<file path="src/rtl/gps_ca_signal_gen.sv">
// Baseband GPS L1 C/A BPSK sample generator for one PRN with a one-entry nav-bit buffer.

package gps_math_pkg;
   // Q8.8 signed fixed-point sample
   typedef logic signed [15:0] fxp_t;
endpackage

module gps_ca_signal_gen #(
   parameter int unsigned CODE_NCO_W    = 32,
   parameter int unsigned CODES_PER_BIT = 20,
   parameter logic [15:0] AMPLITUDE     = 16'h0100
) (
   input  logic                  clk,
   input  logic                  rst,
   input  logic                  en_i,
   input  logic [5:0]            prn_sel_i,
   input  logic [CODE_NCO_W-1:0] code_fcw_i,
   input  logic                  nav_bit_i,
   input  logic                  nav_valid_i,
   output logic                  nav_ready_o,
   output gps_math_pkg::fxp_t    sample_o,
   output logic                  sample_valid_o,
   output logic                  chip_o,
   output logic                  epoch_o,
   output logic                  bit_edge_o,
   output logic                  underrun_o
);

   localparam int unsigned LFSR_W   = 10;
   localparam int unsigned CNT_W    = (CODES_PER_BIT > 1) ? $clog2(CODES_PER_BIT) : 1;
   localparam logic [9:0]  LAST_CHIP = 10'd1022;
   localparam logic [15:0] AMP_POS  = AMPLITUDE;
   localparam logic [15:0] AMP_NEG  = 16'(~AMPLITUDE + 16'd1);

   typedef enum logic [1:0] {IDLE, FETCH, RUN} state_t;

   // G2 tap pair (1-based stage numbers) for each PRN
   function automatic logic [7:0] prn_taps(input logic [5:0] prn);
      case (prn)
         6'd1:  return {4'd2, 4'd6};
         6'd2:  return {4'd3, 4'd7};
         6'd3:  return {4'd4, 4'd8};
         6'd4:  return {4'd5, 4'd9};
         6'd5:  return {4'd1, 4'd9};
         6'd6:  return {4'd2, 4'd10};
         6'd7:  return {4'd1, 4'd8};
         6'd8:  return {4'd2, 4'd9};
         6'd9:  return {4'd3, 4'd10};
         6'd10: return {4'd2, 4'd3};
         6'd11: return {4'd3, 4'd4};
         6'd12: return {4'd5, 4'd6};
         6'd13: return {4'd6, 4'd7};
         6'd14: return {4'd7, 4'd8};
         6'd15: return {4'd8, 4'd9};
         6'd16: return {4'd9, 4'd10};
         6'd17: return {4'd1, 4'd4};
         6'd18: return {4'd2, 4'd5};
         6'd19: return {4'd3, 4'd6};
         6'd20: return {4'd4, 4'd7};
         6'd21: return {4'd5, 4'd8};
         6'd22: return {4'd6, 4'd9};
         6'd23: return {4'd1, 4'd3};
         6'd24: return {4'd4, 4'd6};
         6'd25: return {4'd5, 4'd7};
         6'd26: return {4'd6, 4'd8};
         6'd27: return {4'd7, 4'd9};
         6'd28: return {4'd8, 4'd10};
         6'd29: return {4'd1, 4'd6};
         6'd30: return {4'd2, 4'd7};
         6'd31: return {4'd3, 4'd8};
         6'd32: return {4'd4, 4'd9};
         default: return {4'd1, 4'd1};
      endcase
   endfunction

   // chip = G1 stage 10 ^ two G2 stages selected by one-hot masks
   function automatic logic code_chip(input logic [LFSR_W-1:0] g1v, input logic [LFSR_W-1:0] g2v,
                                      input logic [LFSR_W-1:0] mi, input logic [LFSR_W-1:0] mj);
      return g1v[9] ^ (|(g2v & mi)) ^ (|(g2v & mj));
   endfunction

   state_t                state, state_n;
   logic [CODE_NCO_W-1:0] acc, acc_n;
   logic [CODE_NCO_W:0]   acc_sum;
   logic [LFSR_W-1:0]     g1, g1_n, g2, g2_n;
   logic [LFSR_W-1:0]     mask_i, mask_i_n, mask_j, mask_j_n;
   logic [9:0]            chip_idx, chip_idx_n;
   logic [CNT_W-1:0]      code_cnt, code_cnt_n;
   logic                  buf_full, buf_full_n, buf_bit, buf_bit_n;
   logic                  cur_bit, cur_bit_n;
   logic                  underrun_n, epoch_n, edge_n, valid_n, ready_n, chip_n;
   gps_math_pkg::fxp_t    sample_n;
   logic [7:0]            taps;
   logic                  prn_ok;
   logic                  hs;

   assign acc_sum = {1'b0, acc} + {1'b0, code_fcw_i};
   assign taps    = prn_taps(prn_sel_i);
   assign prn_ok  = (prn_sel_i != 6'd0) && (prn_sel_i <= 6'd32);
   assign hs      = nav_valid_i & nav_ready_o;

   // Next-state, code NCO, LFSR stepping, nav buffer and registered-output values
   always_comb begin
      state_n    = state;
      acc_n      = acc;
      g1_n       = g1;
      g2_n       = g2;
      mask_i_n   = mask_i;
      mask_j_n   = mask_j;
      chip_idx_n = chip_idx;
      code_cnt_n = code_cnt;
      buf_full_n = buf_full;
      buf_bit_n  = buf_bit;
      cur_bit_n  = cur_bit;
      underrun_n = underrun_o;
      epoch_n    = 1'b0;
      edge_n     = 1'b0;

      case (state)
         IDLE: begin
            if (en_i && prn_ok) begin
               state_n    = FETCH;
               mask_i_n   = LFSR_W'(1) << (taps[7:4] - 4'd1);
               mask_j_n   = LFSR_W'(1) << (taps[3:0] - 4'd1);
               acc_n      = '0;
               g1_n       = '1;
               g2_n       = '1;
               chip_idx_n = '0;
               code_cnt_n = '0;
               buf_full_n = 1'b0;
               buf_bit_n  = 1'b0;
               cur_bit_n  = 1'b0;
            end
         end
         FETCH: begin
            if (!en_i) begin
               state_n = IDLE;
            end else if (hs) begin
               state_n   = RUN;
               cur_bit_n = nav_bit_i;
               epoch_n   = 1'b1;
               edge_n    = 1'b1;
            end
         end
         RUN: begin
            if (!en_i) begin
               state_n    = IDLE;
               buf_full_n = 1'b0;
            end else begin
               acc_n = acc_sum[CODE_NCO_W-1:0];
               if (acc_sum[CODE_NCO_W]) begin
                  if (chip_idx == LAST_CHIP) begin
                     chip_idx_n = '0;
                     g1_n       = '1;
                     g2_n       = '1;
                     epoch_n    = 1'b1;
                     if (code_cnt == CNT_W'(CODES_PER_BIT - 1)) begin
                        code_cnt_n = '0;
                        edge_n     = 1'b1;
                     end else begin
                        code_cnt_n = code_cnt + CNT_W'(1);
                     end
                  end else begin
                     chip_idx_n = chip_idx + 10'd1;
                     g1_n = {g1[8:0], g1[2] ^ g1[9]};
                     g2_n = {g2[8:0], g2[1] ^ g2[2] ^ g2[5] ^ g2[7] ^ g2[8] ^ g2[9]};
                  end
               end
               // nav bit boundary: take buffer, else bypass, else underrun
               if (edge_n) begin
                  if (buf_full) begin
                     cur_bit_n  = buf_bit;
                     buf_full_n = 1'b0;
                  end else if (hs) begin
                     cur_bit_n = nav_bit_i;
                  end else begin
                     cur_bit_n  = 1'b0;
                     underrun_n = 1'b1;
                  end
               end else if (hs) begin
                  buf_full_n = 1'b1;
                  buf_bit_n  = nav_bit_i;
               end
            end
         end
         default: state_n = IDLE;
      endcase

      valid_n  = (state_n == RUN);
      ready_n  = (state_n == FETCH) || ((state_n == RUN) && !buf_full_n);
      chip_n   = valid_n & code_chip(g1_n, g2_n, mask_i_n, mask_j_n);
      sample_n = !valid_n ? '0 : ((chip_n ^ cur_bit_n) ? AMP_NEG : AMP_POS);
   end

   // State, datapath and output registers
   always_ff @(posedge clk) begin
      if (rst) begin
         state          <= IDLE;
         acc            <= '0;
         g1             <= '1;
         g2             <= '1;
         mask_i         <= '0;
         mask_j         <= '0;
         chip_idx       <= '0;
         code_cnt       <= '0;
         buf_full       <= 1'b0;
         buf_bit        <= 1'b0;
         cur_bit        <= 1'b0;
         nav_ready_o    <= 1'b0;
         sample_o       <= '0;
         sample_valid_o <= 1'b0;
         chip_o         <= 1'b0;
         epoch_o        <= 1'b0;
         bit_edge_o     <= 1'b0;
         underrun_o     <= 1'b0;
      end else begin
         state          <= state_n;
         acc            <= acc_n;
         g1             <= g1_n;
         g2             <= g2_n;
         mask_i         <= mask_i_n;
         mask_j         <= mask_j_n;
         chip_idx       <= chip_idx_n;
         code_cnt       <= code_cnt_n;
         buf_full       <= buf_full_n;
         buf_bit        <= buf_bit_n;
         cur_bit        <= cur_bit_n;
         nav_ready_o    <= ready_n;
         sample_o       <= sample_n;
         sample_valid_o <= valid_n;
         chip_o         <= chip_n;
         epoch_o        <= epoch_n;
         bit_edge_o     <= edge_n;
         underrun_o     <= underrun_n;
      end
   end

endmodule

</file>
<file path="config.mk">
export PLATFORM = sky130hd
export DESIGN_NAME = gps_ca_signal_gen
export DESIGN_NICKNAME = d
export VERILOG_FILES = /design/src/rtl/gps_ca_signal_gen.sv
export SDC_FILE = /design/constraint.sdc
export NUM_CORES = 1
export LEC_CHECK = 0
export BUFFER_PORTS_ARGS = -buffer_cell sky130_fd_sc_hd__buf_2
export CAP_MARGIN = 0
export CELL_PAD_IN_SITES_DETAIL_PLACEMENT = 0
export CELL_PAD_IN_SITES_GLOBAL_PLACEMENT = 1
export CORE_UTILIZATION = 46
export CTS_BUF_LIST = sky130_fd_sc_hd__clkbuf_8
export CTS_CLUSTER_DIAMETER = 100
export CTS_CLUSTER_SIZE = 10
export DETAILED_ROUTE_END_ITERATION = 12
export PLACE_DENSITY_LB_ADDON = 0.3
export SLEW_MARGIN = 30
export SYNTH_ARGS = -nofsm -noshare
export SYNTH_HDL_FRONTEND = slang
export SYNTH_SLANG_ARGS = --single-unit
</file>
<file path="constraint.sdc">
create_clock -name clk -period 4.3 [get_ports clk]
set_input_delay 0.215 -clock clk [delete_from_list [all_inputs] [get_ports clk]]
set_output_delay 0.215 -clock clk [all_outputs]
set_load 0.02 [all_outputs]
</file>
==> implementation parameters <==
Parameter                              Value

Status
  Run status ... completed

Final layout
  Commonest non-fill, non-tap cell in the layout ... sky130_fd_sc_hd__dfxtp_1
  Layout Nets ... 945
  Util after Layout ... 51.46%
  Final antenna diode count ... 0
  Leading cell types in the layout, fill and taps excluded ... 100 x sky130_fd_sc_hd__dfxtp_1, 90 x sky130_fd_sc_hd__nor2_1, 79 x sky130_fd_sc_hd__nand2_1
  Area growth syn-to-layout ... 9.155%
  Layout filler cell count ... 1334
  Share of layout cells above drive strength 1 ... 12.63%

Clocking
  CTS clock-pin slew for the worst setup and hold paths ... 0.10 ns
  Post-cts sizing count ... 0
  Count of hold-fix buffers inserted at cts ... 0
  CTS tree ... done
  CTS max path bufs ... 2
  Number of buffers inserted by post-CTS setup repair ... 0
  TritonCTS buffer count ... 9
  Count of H-tree levels built during CTS ... 3
  Root buffer selected by CTS ... sky130_fd_sc_hd__clkbuf_8
  Number of clock sinks seen by CTS ... 100
  Clock Latency Late Sink ... 0.39 ns

Logic synthesis
  Netlist area before placement ... 6519 um^2
  Number of distinct standard cells referenced by the synthesized netlist ... 71
  Number of flops mapped to enable cells by yosys ... 0
  Main synth FF type ... sky130_fd_sc_hd__dfxtp_1
  Post-synthesis register bit count ... 100
  Fraction of synthesis flops using an asynchronous set or reset pin ... 0%
  Gate count of the mapped netlist ... 822
  Proportion of synthesized chip area in sequential cells ... 30.71%
  Mean cell area of the mapped netlist ... 7.930 um^2
  Syn. warnings ... 0

Floorplan
  Placeable core region ... 13830 um^2
  Initial Utilization ... 47.15%
  I/O pin count ... 65
  Die H ... 121.0 um
  Width of the die ... 121.0 um
  Area enclosed by the die boundary ... 14650 um^2
  Site Rows ... 43

Global routing
  GRT Overall Usage ... 22.34%
  Global-route congestion overflow total ... 0
  Antenna violations before repair ... 0
  Pin count of the biggest net entering global routing ... 52
  Global-route wire length before repair ... 26.37 mm
  Vias in the first global route ... 5541

Drt
  Total wirelength of the detailed-routed design ... 15.79 mm
  Routed wire per std cell ... 15.14 um
  Vias per cell ... 5.694
  Detailed-routing iteration count for the pre-antenna-repair pass ... 5
  Count of unresolved DRC violations after routing ... 0
  Post-route ant nets ... 0
  Drt first-iter violations ... 380
  DR vias ... 5939

Power and ir drop
  Areal power density over the cells ... 269.0 nW/um^2
  Static leakage power ... 0.003018 uW
  VDD IR-drop max ... 0.1526 mV

Critical path
  Top delay family on crit path ... compound AO/OA/AOI/OAI gates
  Worst Setup Path Type ... reg -> reg
  Setup slack on the worst flop-to-flop path ... 0.32 ns
  Largest stage delay on the critical path ... 0.44 ns
  Series of cell instances along the critical path ... ha_1, inv_1, fa_1, nand2b_1, a31oi_1, o41ai_2, o31a_1, o21ai_2, buf_4, a32oi_1, o31ai_1, o22ai_1, a311o_1, nor4_4, xnor3_1, nor2_1
  Startpoint of the most critical register-to-register path ... acc[0]$_SDFFE_PP0P_
  Crit. End Element ... register
  Arrival time of the worst setup path ... 4.30 ns
  Critical path launch point type ... register
  Startpoint of the worst setup timing path ... acc[0]$_SDFFE_PP0P_
  Worst endpoint required time ... 4.62 ns
  Largest driver fanout on the critical path ... 11
  Cell with the largest stage delay on the worst path ... sky130_fd_sc_hd__xnor3_1
  Critical path buffer and inverter count ... 2

Timing
  Slew HR ... 34.88%
  Final Hold Vio Count ... 0
  Slew Viols, Final ... 0
  Fin crit period ... 3.976 ns
  Final critical-path share of the clock period ... 92.45%
  Highest achievable clock rate ... 251.5 MHz
  Setup violation total in the final timing report ... 0
  Worst Max-Slew Pin Slew ... 0.9708 ns
  Worst-case clock skew ... 0.01212 ns
  Unrepaired setup endpoints after global routing ... no
  Final critical-path setup slack ... 0.3244 ns
  Total Negative Setup Slacks ... 0 ns

Min path
  Hold path start ... nav_bit_i
  Classification of the worst-slack hold path ... in -> reg

Placed design
  Dpl ws ... 0.2822 ns
  Number of port buffers ... 56
  Routability congestion estimate ... 0.8902
  DP Wirelength ... 11.45 mm

Flow run
  Count of max-cap constraint violations ... 0
## flip-flops by register name (all words and copies together) (netlist names)
name	cells
sample_o	2
chip_o	1
bit_edge_o	1
code_cnt	5
cur_bit	1
sample_valid_o	1
chip_idx	10
underrun_o	1
buf_bit	1
state	2
epoch_o	1
mask_j	10
mask_i	10
buf_full	1
g1	10
g2	10
acc	32
nav_ready_o	1
## layer usage
layer,wire (um),share of wire [%],global-route usage (%),vias to the layer above
met5,0,0,0,-
met4,272,1.7,8.025,0
met3,785,5.0,3.430,21
met2,7221,46,36.18,156
met1,7508,48,29.94,2755
li1,-,-,-,3007
## synth_stat cells (all sizes together), types with 10 or more instances
cell	instances	area [um^2]
xor2	18	157.7
a21oi	62	314.1
and2	13	81.33
nor2b	13	81.33
a21o	23	172.7
nor2	91	341.6
nand2b	15	93.84
xnor2	28	245.2
dfxtp	100	2002
inv	26	97.59
nor3	15	85.08
a32oi	10	87.58
ha	43	538.0
a22oi	21	157.7
nand2	80	302.8
nand4	13	81.33
buf	23	148.9
clkbuf	29	108.9
o21ai	54	274.0
nand3	23	120.1
## tightest hold or removal path, stage by stage
cell	delay [ns]
sky130_fd_sc_hd__buf_2	0.12
sky130_fd_sc_hd__nand4_1	0.08
sky130_fd_sc_hd__a21oi_1	0.06
## cells by family after synthesis
kind of cell               Yosys count  share of synthesized area [%]
and+or+nand+nor                    298                          22.34
AOI/OAI and AO/OA                  243                          24.57
DFF                                100                          30.71
buffers and inverters               78                          5.451
xor gates and xnor gates            47                          6.526
adders and majority gates           44                          8.561
muxes                               11                          1.785
other                                1                        0.05753
## final timing paths
check | depth (start not counted) | to
worst max-delay path | 16 | sample_o[14]$_SDFF_PP0_
worst min-delay path | 3 | buf_bit$_SDFFE_PP0P_
worst max register to register | 16 | sample_o[14]$_SDFF_PP0_
worst min register to register | 2 | acc[4]$_SDFFE_PP0P_
## stage by stage
stage                     hold WS [ns]  instance area (um^2)  total power, uW  instances
after floorplan                 0.3023                  6545             1210        829
after global placement          0.4443                  6900             1284       1027
after detailed placement        0.4531                  6900             1289       1027
after CTS                       0.1061                  7111             1937       1043
after global routing            0.1400                  7116             2006       1043
final                           0.1265                  7116             1914       1043
## cell type report
| cell class | count | area, um^2 | area share [%] |
|---|---|---|---|
| inverter | 26 | 97.59 | 1.372 |
| sequential | 100 | 2002 | 28.13 |
| multi-input combinational | 651 | 4195 | 58.96 |
| tap | 180 | 225.2 | 3.165 |
| clock inverter | 5 | 58.81 | 0.8264 |
| clock buffer | 11 | 151.4 | 2.128 |
| timing repair buffer | 70 | 385.4 | 5.416 |
## where the power goes
part           leakage [uW]  internal (uW)  switching (uW)
sequential         0.000809            943            9.59
clock              0.000102            302             344
combinational       0.00211            121             194
No activity file was read; power rests on OpenSTA's default activity.
